**config.mk**
```make
export PLATFORM = sky130hd
export DESIGN_NAME = id_pipe
export DESIGN_NICKNAME = d
export VERILOG_FILES = /design/src/rtl/id_pipe.sv
export SDC_FILE = /design/constraint.sdc
export NUM_CORES = 1
export LEC_CHECK = 0
export CELL_PAD_IN_SITES_DETAIL_PLACEMENT = 1
export CELL_PAD_IN_SITES_GLOBAL_PLACEMENT = 1
export CORE_ASPECT_RATIO = 1.4
export CORE_MARGIN = 2
export CORE_UTILIZATION = 29
export CTS_BUF_LIST = sky130_fd_sc_hd__clkbuf_8 sky130_fd_sc_hd__clkbuf_16
export CTS_CLUSTER_DIAMETER = 150
export DETAILED_ROUTE_END_ITERATION = 12
export GPL_ROUTABILITY_DRIVEN = 0
export PLACE_DENSITY = 0.91
export SLEW_MARGIN = 15
export SYNTH_ARGS = -nofsm -noshare
export SYNTH_HDL_FRONTEND = slang
export SYNTH_SLANG_ARGS = --single-unit
```
**constraint.sdc**
```tcl
create_clock -name clk -period 9.15 [get_ports clk]
set_input_delay 1.83 -clock clk [delete_from_list [all_inputs] [get_ports clk]]
set_output_delay 1.83 -clock clk [all_outputs]
set_load 0.005 [all_outputs]
```
**src/rtl/id_pipe.sv**
```systemverilog
// id_pipe: decode stage for a MIPS logic/shift subset with priority operand forwarding,
// load-use stall and a one-entry ID/EX register. Optional counter: ID_PIPE_ILLEGAL_CNT_EN.
module id_pipe #(
    parameter int DATA_W = 32,
    parameter int FWD_CH = 2
) (
    input  logic                     clk,
    input  logic                     rst,
    input  logic                     in_valid,
    output logic                     in_ready,
    input  logic [31:0]              pc_in,
    input  logic [31:0]              inst_in,
    input  logic                     flush,
    output logic                     id_reg_re1,
    output logic                     id_reg_re2,
    output logic [4:0]               id_reg_ra1,
    output logic [4:0]               id_reg_ra2,
    input  logic [DATA_W-1:0]        reg_id_data1,
    input  logic [DATA_W-1:0]        reg_id_data2,
    input  logic [FWD_CH-1:0]        fwd_we,
    input  logic [FWD_CH-1:0]        fwd_load,
    input  logic [5*FWD_CH-1:0]      fwd_addr,
    input  logic [DATA_W*FWD_CH-1:0] fwd_data,
    output logic                     out_valid,
    input  logic                     out_ready,
    output logic [7:0]               alu_op,
    output logic [2:0]               alu_sel,
    output logic [DATA_W-1:0]        id_src1,
    output logic [DATA_W-1:0]        id_src2,
    output logic [4:0]               id_des_addr,
    output logic                     id_des_exist,
    output logic [31:0]              pc_out,
    output logic                     inst_invalid
`ifdef ID_PIPE_ILLEGAL_CNT_EN
    ,
    output logic [15:0]              illegal_cnt
`endif
);

    localparam logic [5:0] OPC_SPECIAL = 6'b000000;
    localparam logic [5:0] OPC_ANDI    = 6'b001100;
    localparam logic [5:0] OPC_ORI     = 6'b001101;
    localparam logic [5:0] OPC_XORI    = 6'b001110;
    localparam logic [5:0] OPC_LUI     = 6'b001111;
    localparam logic [5:0] OPC_PREF    = 6'b110011;

    localparam logic [5:0] FN_SLL  = 6'b000000;
    localparam logic [5:0] FN_SRL  = 6'b000010;
    localparam logic [5:0] FN_SRA  = 6'b000011;
    localparam logic [5:0] FN_SLLV = 6'b000100;
    localparam logic [5:0] FN_SRLV = 6'b000110;
    localparam logic [5:0] FN_SRAV = 6'b000111;
    localparam logic [5:0] FN_SYNC = 6'b001111;
    localparam logic [5:0] FN_AND  = 6'b100100;
    localparam logic [5:0] FN_OR   = 6'b100101;
    localparam logic [5:0] FN_XOR  = 6'b100110;
    localparam logic [5:0] FN_NOR  = 6'b100111;

    localparam logic [7:0] ALU_NOP = 8'h00;
    localparam logic [7:0] ALU_AND = 8'h24;
    localparam logic [7:0] ALU_OR  = 8'h25;
    localparam logic [7:0] ALU_XOR = 8'h26;
    localparam logic [7:0] ALU_NOR = 8'h27;
    localparam logic [7:0] ALU_SLL = 8'h7C;
    localparam logic [7:0] ALU_SRL = 8'h02;
    localparam logic [7:0] ALU_SRA = 8'h03;

    localparam logic [2:0] SEL_NOP   = 3'b000;
    localparam logic [2:0] SEL_LOGIC = 3'b001;
    localparam logic [2:0] SEL_SHIFT = 3'b010;

    typedef struct packed {
        logic [7:0]        alu_op;
        logic [2:0]        alu_sel;
        logic [DATA_W-1:0] src1;
        logic [DATA_W-1:0] src2;
        logic [4:0]        des;
        logic              exist;
        logic [31:0]       pc;
        logic              invalid;
    } payload_t;

    // ALU op/select for SPECIAL-class function codes.
    function automatic logic [10:0] r_alu(input logic [5:0] funct);
        logic [10:0] res;
        case (funct)
            FN_OR:           res = {ALU_OR,  SEL_LOGIC};
            FN_AND:          res = {ALU_AND, SEL_LOGIC};
            FN_XOR:          res = {ALU_XOR, SEL_LOGIC};
            FN_NOR:          res = {ALU_NOR, SEL_LOGIC};
            FN_SLL, FN_SLLV: res = {ALU_SLL, SEL_SHIFT};
            FN_SRL, FN_SRLV: res = {ALU_SRL, SEL_SHIFT};
            FN_SRA, FN_SRAV: res = {ALU_SRA, SEL_SHIFT};
            default:         res = {ALU_NOP, SEL_NOP};
        endcase
        return res;
    endfunction

    // ALU op/select for the logic-immediate opcodes; lui is an OR against {imm,0}.
    function automatic logic [10:0] i_alu(input logic [5:0] opc);
        logic [10:0] res;
        case (opc)
            OPC_ORI, OPC_LUI: res = {ALU_OR,  SEL_LOGIC};
            OPC_ANDI:         res = {ALU_AND, SEL_LOGIC};
            OPC_XORI:         res = {ALU_XOR, SEL_LOGIC};
            default:          res = {ALU_NOP, SEL_NOP};
        endcase
        return res;
    endfunction

    // Returns {load_hit, value}. Walking from the oldest channel down lets channel 0 win.
    function automatic logic [DATA_W:0] pick_operand(
        input logic [4:0]               ra,
        input logic [DATA_W-1:0]        rf_data,
        input logic [FWD_CH-1:0]        we,
        input logic [FWD_CH-1:0]        ld,
        input logic [5*FWD_CH-1:0]      addr,
        input logic [DATA_W*FWD_CH-1:0] data
    );
        logic [DATA_W:0] res;
        res = {1'b0, rf_data};
        for (int i = FWD_CH - 1; i >= 0; i--) begin
            if (we[i] && (addr[i*5 +: 5] == ra)) begin
                res = {ld[i], data[i*DATA_W +: DATA_W]};
            end
        end
        if (ra == 5'd0) begin
            res = {(DATA_W + 1){1'b0}};
        end
        return res;
    endfunction

    logic [5:0] op_f;
    logic [4:0] rs_f, rt_f, rd_f, sa_f;
    logic [5:0] funct_f;
    logic [15:0] imm_f;

    assign op_f    = inst_in[31:26];
    assign rs_f    = inst_in[25:21];
    assign rt_f    = inst_in[20:16];
    assign rd_f    = inst_in[15:11];
    assign sa_f    = inst_in[10:6];
    assign funct_f = inst_in[5:0];
    assign imm_f   = inst_in[15:0];

    logic              re1_s, re2_s;
    logic [4:0]        ra1_s, ra2_s;
    logic [DATA_W-1:0] imm1_s, imm2_s;
    logic [7:0]        dop_s;
    logic [2:0]        dsel_s;
    logic [4:0]        ddes_s;
    logic              dexist_s;
    logic              dinvalid_s;

    // Instruction decode: read ports, immediates, destination and ALU controls.
    always_comb begin
        re1_s      = 1'b0;
        re2_s      = 1'b0;
        ra1_s      = 5'd0;
        ra2_s      = 5'd0;
        imm1_s     = {DATA_W{1'b0}};
        imm2_s     = {DATA_W{1'b0}};
        dop_s      = ALU_NOP;
        dsel_s     = SEL_NOP;
        ddes_s     = 5'd0;
        dexist_s   = 1'b0;
        dinvalid_s = 1'b1;
        case (op_f)
            OPC_SPECIAL: begin
                case (funct_f)
                    FN_OR, FN_AND, FN_XOR, FN_NOR, FN_SLLV, FN_SRLV, FN_SRAV: begin
                        if (sa_f == 5'd0) begin
                            re1_s           = 1'b1;
                            ra1_s           = rs_f;
                            re2_s           = 1'b1;
                            ra2_s           = rt_f;
                            ddes_s          = rd_f;
                            dexist_s        = 1'b1;
                            dinvalid_s      = 1'b0;
                            {dop_s, dsel_s} = r_alu(funct_f);
                        end else begin
                            dinvalid_s = 1'b1;
                        end
                    end
                    FN_SLL, FN_SRL, FN_SRA: begin
                        if (rs_f == 5'd0) begin
                            re2_s           = 1'b1;
                            ra2_s           = rt_f;
                            imm1_s[4:0]     = sa_f;
                            ddes_s          = rd_f;
                            dexist_s        = 1'b1;
                            dinvalid_s      = 1'b0;
                            {dop_s, dsel_s} = r_alu(funct_f);
                        end else begin
                            dinvalid_s = 1'b1;
                        end
                    end
                    FN_SYNC: dinvalid_s = 1'b0;
                    default: dinvalid_s = 1'b1;
                endcase
            end
            OPC_ORI, OPC_ANDI, OPC_XORI: begin
                re1_s           = 1'b1;
                ra1_s           = rs_f;
                imm2_s[15:0]    = imm_f;
                ddes_s          = rt_f;
                dexist_s        = 1'b1;
                dinvalid_s      = 1'b0;
                {dop_s, dsel_s} = i_alu(op_f);
            end
            OPC_LUI: begin
                re1_s           = 1'b1;
                ra1_s           = rs_f;
                imm2_s[31:16]   = imm_f;
                ddes_s          = rt_f;
                dexist_s        = 1'b1;
                dinvalid_s      = 1'b0;
                {dop_s, dsel_s} = i_alu(op_f);
            end
            OPC_PREF: dinvalid_s = 1'b0;
            default:  dinvalid_s = 1'b1;
        endcase
    end

    logic [DATA_W:0]   pick1_s, pick2_s;
    logic [DATA_W-1:0] src1_s, src2_s;
    logic              stall_s;

    // Operand muxing and load-use detection on the enabled read ports.
    always_comb begin
        pick1_s = pick_operand(ra1_s, reg_id_data1, fwd_we, fwd_load, fwd_addr, fwd_data);
        pick2_s = pick_operand(ra2_s, reg_id_data2, fwd_we, fwd_load, fwd_addr, fwd_data);
        stall_s = (re1_s & pick1_s[DATA_W]) | (re2_s & pick2_s[DATA_W]);
        src1_s  = re1_s ? pick1_s[DATA_W-1:0] : imm1_s;
        src2_s  = re2_s ? pick2_s[DATA_W-1:0] : imm2_s;
    end

    assign id_reg_re1 = ~rst & re1_s;
    assign id_reg_re2 = ~rst & re2_s;
    assign id_reg_ra1 = rst ? 5'd0 : ra1_s;
    assign id_reg_ra2 = rst ? 5'd0 : ra2_s;

    logic     valid_q, valid_d;
    payload_t payload_q, payload_d;
    payload_t dec_payload_s;
    logic     accept_s;

    assign in_ready = ~stall_s & (~valid_q | out_ready);
    assign accept_s = in_valid & in_ready & ~flush;

    assign dec_payload_s = '{alu_op:  dop_s,
                             alu_sel: dsel_s,
                             src1:    src1_s,
                             src2:    src2_s,
                             des:     ddes_s,
                             exist:   dexist_s,
                             pc:      pc_in,
                             invalid: dinvalid_s};

    // ID/EX next state: flush beats accept, accept beats drain, otherwise hold.
    always_comb begin
        valid_d   = valid_q;
        payload_d = payload_q;
        if (flush) begin
            valid_d   = 1'b0;
            payload_d = '0;
        end else if (accept_s) begin
            valid_d   = 1'b1;
            payload_d = dec_payload_s;
        end else if (out_ready) begin
            valid_d   = 1'b0;
            payload_d = '0;
        end else begin
            valid_d   = valid_q;
            payload_d = payload_q;
        end
    end

    // ID/EX register; an all-zero payload encodes the nop controls.
    always_ff @(posedge clk) begin
        if (rst) begin
            valid_q   <= 1'b0;
            payload_q <= '0;
        end else begin
            valid_q   <= valid_d;
            payload_q <= payload_d;
        end
    end

    assign out_valid    = valid_q;
    assign alu_op       = payload_q.alu_op;
    assign alu_sel      = payload_q.alu_sel;
    assign id_src1      = payload_q.src1;
    assign id_src2      = payload_q.src2;
    assign id_des_addr  = payload_q.des;
    assign id_des_exist = payload_q.exist;
    assign pc_out       = payload_q.pc;
    assign inst_invalid = payload_q.invalid;

`ifdef ID_PIPE_ILLEGAL_CNT_EN
    logic [15:0] cnt_q, cnt_d;

    // Saturating count of accepted invalid instructions.
    always_comb begin
        if (accept_s && dinvalid_s && (cnt_q != 16'hFFFF)) begin
            cnt_d = cnt_q + 16'd1;
        end else begin
            cnt_d = cnt_q;
        end
    end

    // Counter register, cleared only by reset.
    always_ff @(posedge clk) begin
        if (rst) begin
            cnt_q <= 16'd0;
        end else begin
            cnt_q <= cnt_d;
        end
    end

    assign illegal_cnt = cnt_q;
`endif

endmodule

```
* After elaboration in Yosys (flattened, before gate mapping)
Index checks and enable logic that the tools add are counted.
** Word-level totals
- Input port bits :: 211
- Output and inout port bits :: 128
- Register bits :: 115
- Logic and storage cells :: 113
** Cells by class
- Bitwise operators :: 13
- Eq/ne operators :: 19
- Multiplexer cells :: 51
- Reductions and logical operators :: 21
** Operators by type and width (count)
- two-way mux 114 bit :: 2
- two-way mux 33 bit :: 6
- case mux 10 bit (7 select lines) :: 1
- two-way mux 32 bit :: 2
- two-way mux 5 bit :: 12
- case mux 5 bit (2 select lines) :: 4
- two-way mux 16 bit :: 2
- equality test 6 x 4 -> 1 bit (second input constant) :: 5
- equality test 6 bit (second input constant) :: 5
- case mux 9 bit (3 select lines) :: 1
- equality test 5 bit :: 4
- logical NOT 5 bit :: 4
- equality test 6 x 3 -> 1 bit (second input constant) :: 3
- case mux 8 bit (2 select lines) :: 1
- two-way mux 7 bit :: 2
- case mux 7 bit (2 select lines) :: 1
- equality test 6 x 2 -> 1 bit (second input constant) :: 2
- logical NOT 6 bit :: 2
- case mux 3 bit (2 select lines) :: 2
- OR reduction 2 bit :: 5
- two-way mux 1 bit :: 8
- case mux 1 bit (2 select lines) :: 4
- AND 1 bit :: 7
- OR reduction 7 bit :: 1
- 9 further kinds :: 18

* Depth between registers and ports, before layout
Gate-level depths: netlist (run 1).
- Word-level depth :: 16
- Depth in mapped cells :: 15
- Mapped depth without buffers :: 10

* Worst setup path before layout (run 1)
Ideal clock, no wire load.
- Path type :: input -> output
- From :: input inst_in[3]
- To :: output in_ready
- Arrival :: 3.901 ns
- Path slack :: 3.419 ns
- Path buffers :: 2
- Cell stages on the path :: 11
- Data required time :: 7.320 ns
- Cells stage by stage :: buf_2 nor4_1 and4_1 buf_2 o21ai_1 nor4_1 o221a_2 nor3_2 a31oi_1 nor2_1 nor3b_1
** On the way
- Longest elaborated chain between the ends :: 13
- Elaborated cells on any way between the ends :: 41
- Classes of those cells :: eq/ne (13); mux (14); bitwise (5); reduce/logical (9)
** Ends and longest elaborated chain
- start, declared :: line 12 : input logic [31:0] inst_in,
- equality test 6 x 3 -> 1 bit (tied with other cells) :: line 170 : case (funct_f)
- OR reduction 7 bit or OR reduction 3 bit (tied branches) :: line 170
- two-way mux 5 bit or case mux 5 bit (2 select lines) (tied branches) :: line 170
- case mux 5 bit (2 select lines) or two-way mux 5 bit (tied branches) :: line 168 : case (op_f)
- equality test 5 bit :: line 123 : if (we[i] && (addr[i*5 +: 5] == ra)) begin
- logical AND 1 bit :: line 123
- two-way mux 33 bit (2 in a row) :: line 123
- two-way mux 33 bit :: line 127 : if (ra == 5'd0) begin
- AND 1 bit :: line 233 : stall_s = (re1_s & pick1_s[DATA_W]) | (re2_s & pick2_s[DATA_W]);
- OR 1 bit (*) :: line 233
- NOT 1 bit (*) :: line 248 : assign in_ready = ~stall_s & (~valid_q | out_ready);
- AND 1 bit (*) :: line 248
- end, declared :: line 10 : output logic in_ready,
Mark *: on every way between the ends. The rest lies on a longest branch, timed or not.

* Final worst setup path (run 1)
- From :: input inst_in[2]
- To :: output in_ready
Same word-level chain as after synthesis.

==> results of run 1 <==
==> worst max-delay path by stage <==
stage	startpoint	to	slack [ps]	depth (start not counted)
floorplan	inst_in[3]	in_ready	3420	11
global placement	inst_in[2]	in_ready	1340	13
detailed placement	inst_in[2]	in_ready	1210	13
CTS	inst_in[2]	in_ready	1210	13
global route	inst_in[2]	in_ready	930	13
finish	inst_in[2]	in_ready	1150	13
==> sequential cells by signal, indices dropped and copies added (netlist names), 2 cells and up <==
signal	flops
id_des_addr	5
pc_out	32
alu_op	4
id_src2	32
id_src1	32
alu_sel	2
==> cells by family after synthesis <==
family	after synthesis
XOR/XNOR	6
AND/OR/NAND/NOR	281
other	1
multiplexers	33
buffers and inverters	84
flip-flops	110
AO/OA/AOI/OAI	236
==> where the power goes <==
group	total (W)	leakage, nW	internal (W)	switching, W
Clock	0.000456	0.165	0.000247	0.000209
Combinational	0.000200	2.48	0.000107	0.0000934
Sequential	0.000484	0.887	0.000482	0.00000197
==> cells in the final DEF (no fill, tap or decap), types with 6 or more instances in the layout <==
cell type / Yosys / routed
buf_4: 14 / 13
a222oi_1: 32 / 32
and2_1: 11 / 11
dfxtp_1: 110 / 110
nor3_1: 11 / 11
o31ai_1: 36 / 36
clkbuf_16: 0 / 9
nor2_1: 21 / 19
a22o_1: 38 / 38
nand2_1: 136 / 135
a21o_1: 6 / 6
mux2i_1: 33 / 33
nand3_1: 74 / 74
a21oi_1: 12 / 12
inv_1: 10 / 10
clkdlybuf4s50_1: 0 / 336
o21ai_0: 63 / 63
a22oi_1: 6 / 6
o21ai_1: 10 / 10
==> layout make-up <==
class                   count  area [um2]  share of cell area [%]
repair buffers            349        3460                    35.3
inverters                  10        37.5                   0.383
diodes                      2        5.00                  0.0511
multi-input cells         558        3430                    35.0
clock inverters             7         114                    1.16
well taps                 256         320                    3.27
flip-flops and latches    110        2200                    22.5
clock buffers               9         225                    2.30
==> worst register-to-register path, cell delays in order, from the launching register on <==
cell      delay [ps]
dfxtp_1          330
nand2b_1         120
nand2_1           80
nor2_1           200
o21ai_1          180
nor2_4           820
a22o_1           310
==> metrics by stage <==
step / power (W) / util (%) / instances / cell area, um2
after floorplan: 0.000553 / - / 752 / 5980
after global placement: 0.000690 / 46.3 / 1283 / 9450
after detailed placement: 0.000693 / 46.3 / 1283 / 9450
after CTS: 0.00115 / 48.0 / 1299 / 9790
after global routing: 0.00118 / 48.0 / 1301 / 9800
final: 0.00114 / 48.0 / 1301 / 9800
==> metal layers <==
metal / vias to the layer above / GRT usage (%)
li1: 3375 / -
met1: 3623 / 31.7
met2: 392 / 46.6
met3: 98 / 5.59
met4: 2 / 16.5
met5: - / 0
==> PnR_summary.wiki, run 1 <==
{| class="wikitable"
! Metric !! Value
|-
| Minimum setup slack in the final design || 1150 ps
|-
| Stage delay of the slowest cell on the critical path || 590 ps
|-
| Combined area of all synthesized cells || 5970 um2
|-
| Dominant combinational cell family by area after synthesis || compound AO/OA/AOI/OAI gates
|-
| Final-report hold violation count || 0
|-
| Source of the worst hold timing path || pc_out[29]
|-
| End of the worst register-to-register path || id_src1[4]
|-
| Met1 routed wirelength after detailed routing || 11600 um
|-
| Dominant register cell in the synthesized netlist || dfxtp_1
|-
| Gr usage total || 27.5%
|-
| Final hold slack || 461 ps
|-
| Max Transition Viols Final || 0
|-
| Fraction of synthesized area in multiplexers || 5.53%
|-
| Area growth from synthesis to layout || 64.0%
|-
| Pin count of the biggest net entering global routing || 87
|-
| CTS Root Cell || clkbuf_16
|-
| Library cells used by synthesis || 61
|-
| Antenna Nets Post-Route || 0
|-
| Number of max-capacitance violations reported || 0
|-
| Highest signal layer in the routed design || met5
|-
| Adder and majority cell fraction of the synthesized area || 0%
|-
| Leakage Power || 3.53 nW
|-
| Number of design-rule violations left by the first detailed-router iteration || 710
|-
| Wire length of the first global-routing pass || 46000 um
|-
| Hold worst-path end || pc_out[29]
|-
| Overall routed net length || 31000 um
|-
| Worst reg2reg startpoint || out_valid
|-
| Die Width || 125 um
|-
| Filler instances || 2399
|-
| Antenna violations before repair || 3
|-
| Area share of and/or/nand/nor cells after synthesis || 21.4%
|-
| CTS HTree Levels || 3
|-
| CTS Hold Bufs || 0
|-
| Startpoint type of the worst setup path || primary input
|-
| Placement-stage worst setup slack || 1210 ps
|-
| Sinks on Clock Net || 110
|-
| Largest buffer count on any clock path || 2
|-
| Net count reported at finish || 1249
|-
| Required time reported for the critical path endpoint || 7320 ps
|-
| Setup crit end kind || primary output
|-
| XOR/XNOR Fraction of Synth Area || 0.880%
|-
| Final setup viols || 0
|-
| Type of the worst setup path || in -> out
|-
| Family of cells with the greatest summed delay on the critical path || compound AO/OA/AOI/OAI gates
|-
| Kind of path behind the tightest hold check || reg -> reg
|-
| Main area contributors after synthesis || dfxtp_1 37%, nand2_1 8.5%, nand3_1 6.2%, a22o_1 5.6%, mux2i_1 5.5%
|-
| Power Dens Cells || 116 nW/um2
|-
| I/O Pins || 339
|-
| CTS tree || done
|-
| Hold path cells || 2
|-
| Core Rows || 62
|-
| Biggest area consumer among synthesized cells || dfxtp_1
|-
| Average cell area after synthesis || 7.96 um2
|-
| Most frequently used cell type in the post-synthesis netlist || nand2_1
|-
| Largest voltage drop on the vdd net || 0.0000845 V
|-
| Worst Reg-to-Reg Cells || 6
|-
| Warnings, synthesis || 0
|-
| Unrepaired setup endpoints after global routing || false
|-
| Transition time at the pin with the least slew margin || 1050 ps
|-
| Detail Placement HPWL || 23500 um
|-
| Upper clock frequency limit || 125 MHz
|-
| Leading cell types by count after synthesis || 136 x nand2_1, 110 x dfxtp_1, 74 x nand3_1
|-
| Setup bufs post-CTS || 0
|-
| Post-layout minimum cycle time || 8000 ps
|-
| Total met3 wirelength after detailed routing || 2190 um
|-
| Post-synth EDFFs || 0
|-
| Per-cell via count in the routed design || 5.76
|-
| Cell breakdown of the critical path || clkdlybuf4s50_1 -> buf_4 -> nor4b_1 -> o2111a_1 -> a21o_1 -> nand2_1 -> a222oi_1 -> nand2_2 -> buf_4 -> a31oi_1 -> nor2_1 -> nor3b_1 -> clkdlybuf4s50_1
|-
| Proportion of layout cells with a drive suffix above 1 || 4.12%
|-
| Gate count after technology mapping || 751
|-
| Outcome || finished clean
|-
| Sequential fraction of the synthesis area || 36.9%
|-
| Worst Path Max Fanout || 65
|-
| Number of detailed-routing iterations run before antenna repair || 8
|-
| Total grt overflow || 0
|-
| Initial standard-cell utilization of the core || 29.3%
|-
| Data arrival time of the critical path || 6170 ps
|-
| Clock latency reported for the late side of the worst-skew pair || 360 ps
|-
| DR vias || 7490
|-
| Final Skew || 9.90 ps
|-
| Count of instances resized after the clock tree is built || 0
|-
| DRC errors left || 0
|-
| Post-synth top area share || 36.9%
|-
| Final worst-path cycle share || 87.4%
|-
| Summed negative setup slack over all endpoints || 0 ps
|-
| Via count of the first global-routing pass || 7508
|-
| Fraction of the mapped netlist area in compound gates || 28.6%
|-
| DR WL/cell || 23.8 um
|-
| Crit-path slowest cell || nor4b_1
|-
| Floorplan Core Area || 20400 um2
|-
| Routed length on met2 || 15300 um
|-
| Port-buffer cells || 336
|-
| FF-to-FF setup slack || 7070 ps
|-
| Die ar. || 21800 um2
|-
| Die span in y || 174 um
|-
| Max_slew headroom || 29.4%
|-
| Clock buffers created by TritonCTS || 9
|-
| Post-synthesis sequential element count || 110
|-
| Worst path bufs/invs || 4
|-
| Async set-reset flop share out of synthesis || 0%
|-
| Clock-pin slew on the worst setup and hold paths || 80 ps
|}
No activity file was read; power rests on OpenSTA's default activity.
==> run 2, diff against run 1 <==
- CORE_UTILIZATION: 29 -> 27
- PLACE_DENSITY: 0.91 -> 0.86
- clock period: 9.15 -> 8.6 ns (I/O delays scaled with it)
==> PnR_summary.wiki, run 2 (same netlist as run 1, synthesis figures left out) <==
{| class="wikitable"
! Metric !! Value
|-
| Outcome || finished clean
|-
| DR WL/cell || 23.0 um (-3.2%)
|-
| Per-cell via count in the routed design || 5.45 (-5.3%)
|-
| Family of cells with the greatest summed delay on the critical path || compound AO/OA/AOI/OAI gates
|-
| CTS Root Cell || clkbuf_16
|-
| Logic pwr share || 18.1% (+0.5 points)
|-
| Commonest cells after routing, fill and taps aside || 336 x clkdlybuf4s50_1, 135 x nand2_1, 110 x dfxtp_1
|-
| Antenna Nets Post-Route || 0 (unchanged)
|-
| Worst path bufs/invs || 2 (-2)
|-
| Net count reported at finish || 1249 (unchanged)
|-
| Worst Path Max Fanout || 9 (-86%)
|-
| Clock power share || 37.9% (-2.1 points)
|-
| CTS tree || done
|-
| CTS Hold Bufs || 0 (unchanged)
|-
| Clock-pin slew on the worst setup and hold paths || 80 ps (about the same)
|-
| Number of design-rule violations left by the first detailed-router iteration || 684 (-3.7%)
|-
| Required time reported for the critical path endpoint || 6880 ps (-440 ps)
|-
| Count of instances resized after the clock tree is built || 0 (unchanged)
|-
| Post-route total power || 0.00117 W (+2.6%)
|-
| Via count of the first global-routing pass || 7386 (-1.6%)
|-
| Clock latency reported for the late side of the worst-skew pair || 370 ps (about the same)
|-
| Flop pwr share || 44.0% (+1.6 points)
|-
| Proportion of layout cells with a drive suffix above 1 || 4.12% (unchanged)
|-
| Gr usage total || 25.5% (-1.9 points)
|-
| Cell breakdown of the critical path || clkdlybuf4s50_1 -> nor4b_1 -> o2111a_1 -> o21ai_1 -> nor4_1 -> o221a_2 -> nor3_4 -> a31oi_1 -> nor2_1 -> nor3b_1 -> clkdlybuf4s50_1
|-
| Setup crit end kind || primary output
|-
| Post-layout minimum cycle time || 7460 ps
|-
| Net Sw Power || 0.000333 W (+9.5%)
|-
| Detail Placement HPWL || 23700 um (+0.87%)
|-
| Final worst-path cycle share || 86.8%
|-
| Placed Area || 9500 um2 (+0.54%)
|-
| Summed negative setup slack over all endpoints || 0 ps (unchanged)
|-
| Core Rows || 64 (+3.2%)
|-
| Area growth from synthesis to layout || 64.2%
|-
| Number of max-capacitance violations reported || 0 (unchanged)
|-
| Stage delay of the slowest cell on the critical path || 650 ps (+60 ps)
|-
| Critical Path Most Common Cell || clkdlybuf4s50_1
|-
| Wire length of the first global-routing pass || 44900 um (-2.4%)
|-
| Max Transition Viols Final || 0 (unchanged)
|-
| Number of detailed-routing iterations run before antenna repair || 10 (+2)
|-
| Pin count of the biggest net entering global routing || 81 (-6.9%)
|-
| Clock buffers created by TritonCTS || 9 (unchanged)
|-
| Die Width || 130 um (+3.5%)
|-
| Cell-internal power || 0.000837 W (about the same)
|-
| CTS HTree Levels || 3 (unchanged)
|-
| Leakage Power || 3.51 nW (-0.40%)
|-
| Upper clock frequency limit || 134 MHz
|-
| Final Skew || 11.7 ps (+1.83 ps)
|-
| Final-report hold violation count || 0 (unchanged)
|-
| Die span in y || 180 um (+3.6%)
|-
| I/O Pins || 339 (unchanged)
|-
| Port-buffer cells || 336 (unchanged)
|-
| DRC errors left || 0 (unchanged)
|-
| Power Dens Cells || 119 nW/um2 (+2.4%)
|-
| Final setup viols || 0 (unchanged)
|-
| Max_slew headroom || 31.5% (+2.1 points)
|-
| Startpoint type of the worst setup path || primary input
|-
| Overall routed net length || 30900 um (-0.13%)
|-
| Setup bufs post-CTS || 0 (unchanged)
|-
| Most frequent standard cell in the layout excluding fill and tap cells || clkdlybuf4s50_1
|-
| DR vias || 7319 (-2.3%)
|-
| Transition time at the pin with the least slew margin || 1020 ps (-26.0 ps)
|-
| Antenna violations before repair || 2 (-1)
|-
| Type of the worst setup path || in -> out
|-
| Unrepaired setup endpoints after global routing || false
|-
| Data arrival time of the critical path || 5740 ps (-430 ps)
|-
| Crit-path slowest cell || nor4b_1
|-
| Die ar. || 23400 um2 (+7.2%)
|-
| Largest voltage drop on the vdd net || 0.0000888 V (+5.1%)
|-
| Kind of path behind the tightest hold check || reg -> reg
|-
| Largest buffer count on any clock path || 2 (unchanged)
|-
| Initial standard-cell utilization of the core || 27.4% (-1.9 points)
|-
| Post-layout instance area || 9810 um2 (+0.17%)
|-
| Floorplan Core Area || 21800 um2 (+6.8%)
|-
| Switching Share || 28.5% (+1.8 points)
|-
| Filler instances || 2591 (+8.0%)
|-
| Sinks on Clock Net || 110 (unchanged)
|-
| Total grt overflow || 0 (unchanged)
|}
==> run 2: power groups by stage <==
stage / Clock [W] / Sequential [W] / Combinational [W]
final: 0.000444 / 0.000515 / 0.000212
after global routing: 0.000474 / 0.000516 / 0.000225
after CTS: 0.000453 / 0.000515 / 0.000211
after detailed placement: 0 / 0.000527 / 0.000210
after global placement: 0 / 0.000527 / 0.000207
after floorplan: 0 / 0.000527 / 0.0000618
==> run 2: layout make-up <==
type / instances / area, um2 / area share (%)
Timing Repair Buffer: 349 / 3460 / 35.3
Multi-Input combinational cell: 558 / 3430 / 35.0
Sequential cell: 110 / 2200 / 22.4
Tap cell: 297 / 372 / 3.79
Clock buffer: 9 / 225 / 2.30
Clock inverter: 7 / 78.8 / 0.803
Inverter: 10 / 37.5 / 0.383
Antenna cell: 2 / 5.00 / 0.0510
==> run 2: tightest hold or removal path, stage by stage, from the launching register on <==
cell,delay [ps]
dfxtp_1,320
nand3_1,60
o21ai_1,50
==> run 2: layer usage <==
layer	up-vias	track usage, %	share of wire, %
met4	0	13.2	5.2
met1	3520	29.1	38
met3	76	4.20	6.2
li1	3368	-	-
met2	355	44.8	51
met5	-	0	0
==> run 2: worst paths after layout <==
path | startpoint | endpoint | slack, ps | cells past startpoint
max | inst_in[8] | in_ready | 1140 | 11
min | pc_out[28] | pc_out[28] | 460 | 2
max reg2reg | out_valid | id_src1[4] | 6550 | 6
min reg2reg | pc_out[28] | pc_out[28] | 460 | 2
==> run 2: through the flow <==
step	utilization [%]	hold slack (ps)	setup WS [ps]	instances
detailed placement	43.6	452	1170	1324
finish	45.0	464	1140	1342
global route	45.0	489	1000	1342
floorplan	-	453	3090	752
CTS	45.0	464	1150	1340
global placement	43.6	442	1330	1324
==> run 3, diff against run 2 <==
- CELL_PAD_IN_SITES_DETAIL_PLACEMENT: 1 -> unset
- CELL_PAD_IN_SITES_GLOBAL_PLACEMENT: 1 -> unset
- CORE_AREA: unset -> 2 2 131 133
- CORE_ASPECT_RATIO: 1.4 -> unset
- CORE_MARGIN: 2 -> unset
- CORE_UTILIZATION: 27 -> unset
- DIE_AREA: unset -> 0 0 133 135
- PLACE_DENSITY: 0.86 -> 0.81
- SLEW_MARGIN: 15 -> 20
==> PnR_summary.wiki, run 3 (same netlist as run 1, synthesis figures left out) <==
{| class="wikitable"
! Metric !! Value
|-
| Kind of path behind the tightest hold check || reg -> reg
|-
| Source of the worst hold timing path || pc_out[29]
|-
| Antenna Nets Post-Route || 0 (unchanged)
|-
| Clock latency reported for the late side of the worst-skew pair || 360 ps (about the same)
|-
| Hold path cells || 2 (unchanged)
|-
| Via count of the first global-routing pass || 6833 (-7.5%)
|-
| Most frequent standard cell in the layout excluding fill and tap cells || clkdlybuf4s50_1
|-
| Layout Utilization || 59.1% (+14 points)
|-
| Detail Placement HPWL || 20900 um (-12%)
|-
| Upper clock frequency limit || 139 MHz (+3.4%)
|-
| Number of max-capacitance violations reported || 0 (unchanged)
|-
| Leakage Power || 3.50 nW (-0.51%)
|-
| Placed Area || 9400 um2 (-1.0%)
|-
| Hold worst-path end || pc_out[29]
|-
| Setup bufs post-CTS || 0 (unchanged)
|-
| Post-layout minimum cycle time || 7220 ps (-243 ps)
|-
| Area growth from synthesis to layout || 62.3%
|-
| Largest buffer count on any clock path || 2 (unchanged)
|-
| Transition time at the pin with the least slew margin || 1070 ps (+49.0 ps)
|-
| Crit-path slowest cell || clkdlybuf4s50_1
|-
| Summed negative setup slack over all endpoints || 0 ps (unchanged)
|-
| I/O Pins || 339 (unchanged)
|-
| Net count reported at finish || 1248 (-0.080%)
|-
| Final setup viols || 0 (unchanged)
|-
| Gr usage total || 30.0% (+4.5 points)
|-
| CTS tree || done
|-
| Die Width || 133 um (+2.5%)
|-
| Worst path bufs/invs || 2 (unchanged)
|-
| Largest voltage drop on the vdd net || 0.0000976 V (+9.8%)
|-
| Type of the worst setup path || in -> out
|-
| Wire length of the first global-routing pass || 41000 um (-8.7%)
|-
| DRC errors left || 0 (unchanged)
|-
| Data arrival time of the critical path || 5500 ps (-240 ps)
|-
| FF-to-FF setup slack || 6600 ps (+50 ps)
|-
| Port-buffer cells || 336 (unchanged)
|-
| Final worst-path cycle share || 83.9% (-2.8 points)
|-
| Cell breakdown of the critical path || clkdlybuf4s50_1 -> nand2b_1 -> o2111a_1 -> o21a_1 -> a2111oi_0 -> o221a_2 -> nor3_4 -> a31oi_1 -> nor2_1 -> nor3b_1 -> clkdlybuf4s50_1
|-
| Clock power share || 36.4% (-1.5 points)
|-
| CTS HTree Levels || 3 (unchanged)
|-
| First element of the critical path || inst_in[0]
|-
| Logic pwr share || 18.2% (about the same)
|-
| Overall routed net length || 27800 um (-10%)
|-
| Unrepaired setup endpoints after global routing || false
|-
| Cell-internal power || 0.000839 W (+0.22%)
|-
| Max_slew headroom || 28.3% (-3.3 points)
|-
| Net Sw Power || 0.000297 W (-11%)
|-
| Flop pwr share || 45.3% (+1.3 points)
|-
| DR WL/cell || 22.0 um (-4.4%)
|-
| CTS Hold Bufs || 0 (unchanged)
|-
| Outcome || finished clean
|-
| Number of detailed-routing iterations run before antenna repair || 5 (-5)
|-
| Family of cells with the greatest summed delay on the critical path || compound AO/OA/AOI/OAI gates
|-
| Post-layout instance area || 9700 um2 (-1.1%)
|-
| Die span in y || 135 um (-25%)
|-
| Worst Reg-to-Reg Cells || 6 (unchanged)
|-
| Antenna violations before repair || 2 (unchanged)
|-
| Sinks on Clock Net || 110 (unchanged)
|-
| Startpoint type of the worst setup path || primary input
|-
| CTS Root Cell || clkbuf_16
|-
| Max Transition Viols Final || 0 (unchanged)
|-
| Proportion of layout cells with a drive suffix above 1 || 4.03% (-0.092 points)
|-
| Core Rows || 47 (-27%)
|-
| Required time reported for the critical path endpoint || 6880 ps (about the same)
|-
| Commonest cells after routing, fill and taps aside || 336 x clkdlybuf4s50_1, 135 x nand2_1, 110 x dfxtp_1
|-
| Clock-pin slew on the worst setup and hold paths || 80 ps (about the same)
|-
| Power Dens Cells || 117 nW/um2 (-1.8%)
|-
| DR vias || 7184 (-1.8%)
|-
| Per-cell via count in the routed design || 5.69 (+4.3%)
|-
| Pin count of the biggest net entering global routing || 73 (-9.9%)
|-
| Stage delay of the slowest cell on the critical path || 710 ps (+60 ps)
|-
| Final-report hold violation count || 0 (unchanged)
|-
| Final Skew || 7.80 ps (-3.92 ps)
|-
| Critical Path Most Common Cell || clkdlybuf4s50_1
|-
| Count of instances resized after the clock tree is built || 0 (unchanged)
|-
| Total grt overflow || 0 (unchanged)
|-
| Switching Share || 26.1% (-2.4 points)
|-
| End of the worst register-to-register path || id_src1[4]
|-
| Floorplan Core Area || 16400 um2 (-25%)
|-
| Clock buffers created by TritonCTS || 9 (unchanged)
|-
| Die ar. || 18000 um2 (-23%)
|-
| Number of design-rule violations left by the first detailed-router iteration || 772 (+13%)
|-
| Worst Path Max Fanout || 11 (+2)
|-
| Setup crit end kind || primary output
|-
| Initial standard-cell utilization of the core || 36.4% (+9.0 points)
|-
| Worst reg2reg startpoint || out_valid
|}
-- run 3: cell types whose count changed in the layout (fill, tap and decap cells not counted), moves of 2 or more --
cell and change:
inv_8 -4, clkbuf_8 +2, clkinv_2 +2, clkinvlp_4 +2
inv_6 -2
-- run 3: cell type report --
cell class              count  area (um2)
well taps                 220         275
repair buffers            348        3450
flip-flops and latches    110        2200
clock buffers              11         253
diodes                      1        2.50
inverters                  10        37.5
fillers                  1462        6710
clock inverters             5        33.8
multi-input cells         558        3440
-- run 3: worst max-delay path by stage --
stage               endpoint  slack, ps  depth (start not counted)
global placement    in_ready       1470                         12
CTS                 in_ready       1450                         11
floorplan           in_ready       3090                         11
detailed placement  in_ready       1470                         11
global route        in_ready        940                         11
finish              in_ready       1380                         11
-- run 3: layer usage --
layer	GRT usage, %	share of wire [%]	vias up	routed length (um)
met2	50.9	48	446	13300
met5	0	0	-	0
met3	10.5	11	72	3170
li1	-	-	3363	-
met1	33.7	36	3303	10100
met4	14.5	4.4	0	1230
-- run 3: power groups by stage --
stage | Combinational, W | Clock, W | Sequential, W
after floorplan | 0.0000618 | 0 | 0.000527
after global placement | 0.000203 | 0 | 0.000527
after detailed placement | 0.000204 | 0 | 0.000527
after CTS | 0.000205 | 0.000426 | 0.000515
after global routing | 0.000220 | 0.000444 | 0.000515
final | 0.000207 | 0.000413 | 0.000515
-- run 3: metrics by stage --
stage,power [W],hold slack (ps),std cells,setup slack (ps)
5_1_grt,0.00118,484,1263,942
2_1_floorplan,0.000589,453,752,3090
3_5_place_dp,0.000731,453,1246,1470
6_report,0.00114,460,1263,1380
3_3_place_gp,0.000730,442,1246,1470
4_1_cts,0.00115,462,1262,1450
-- run 3: worst reg2reg max path: stages (launching register included) --
cell and delay [ps]:
dfxtp_1 320, nand2b_1 100, nand2_1 70, nor2_1 200
o21ai_1 170, nor2_4 780, a22o_1 300
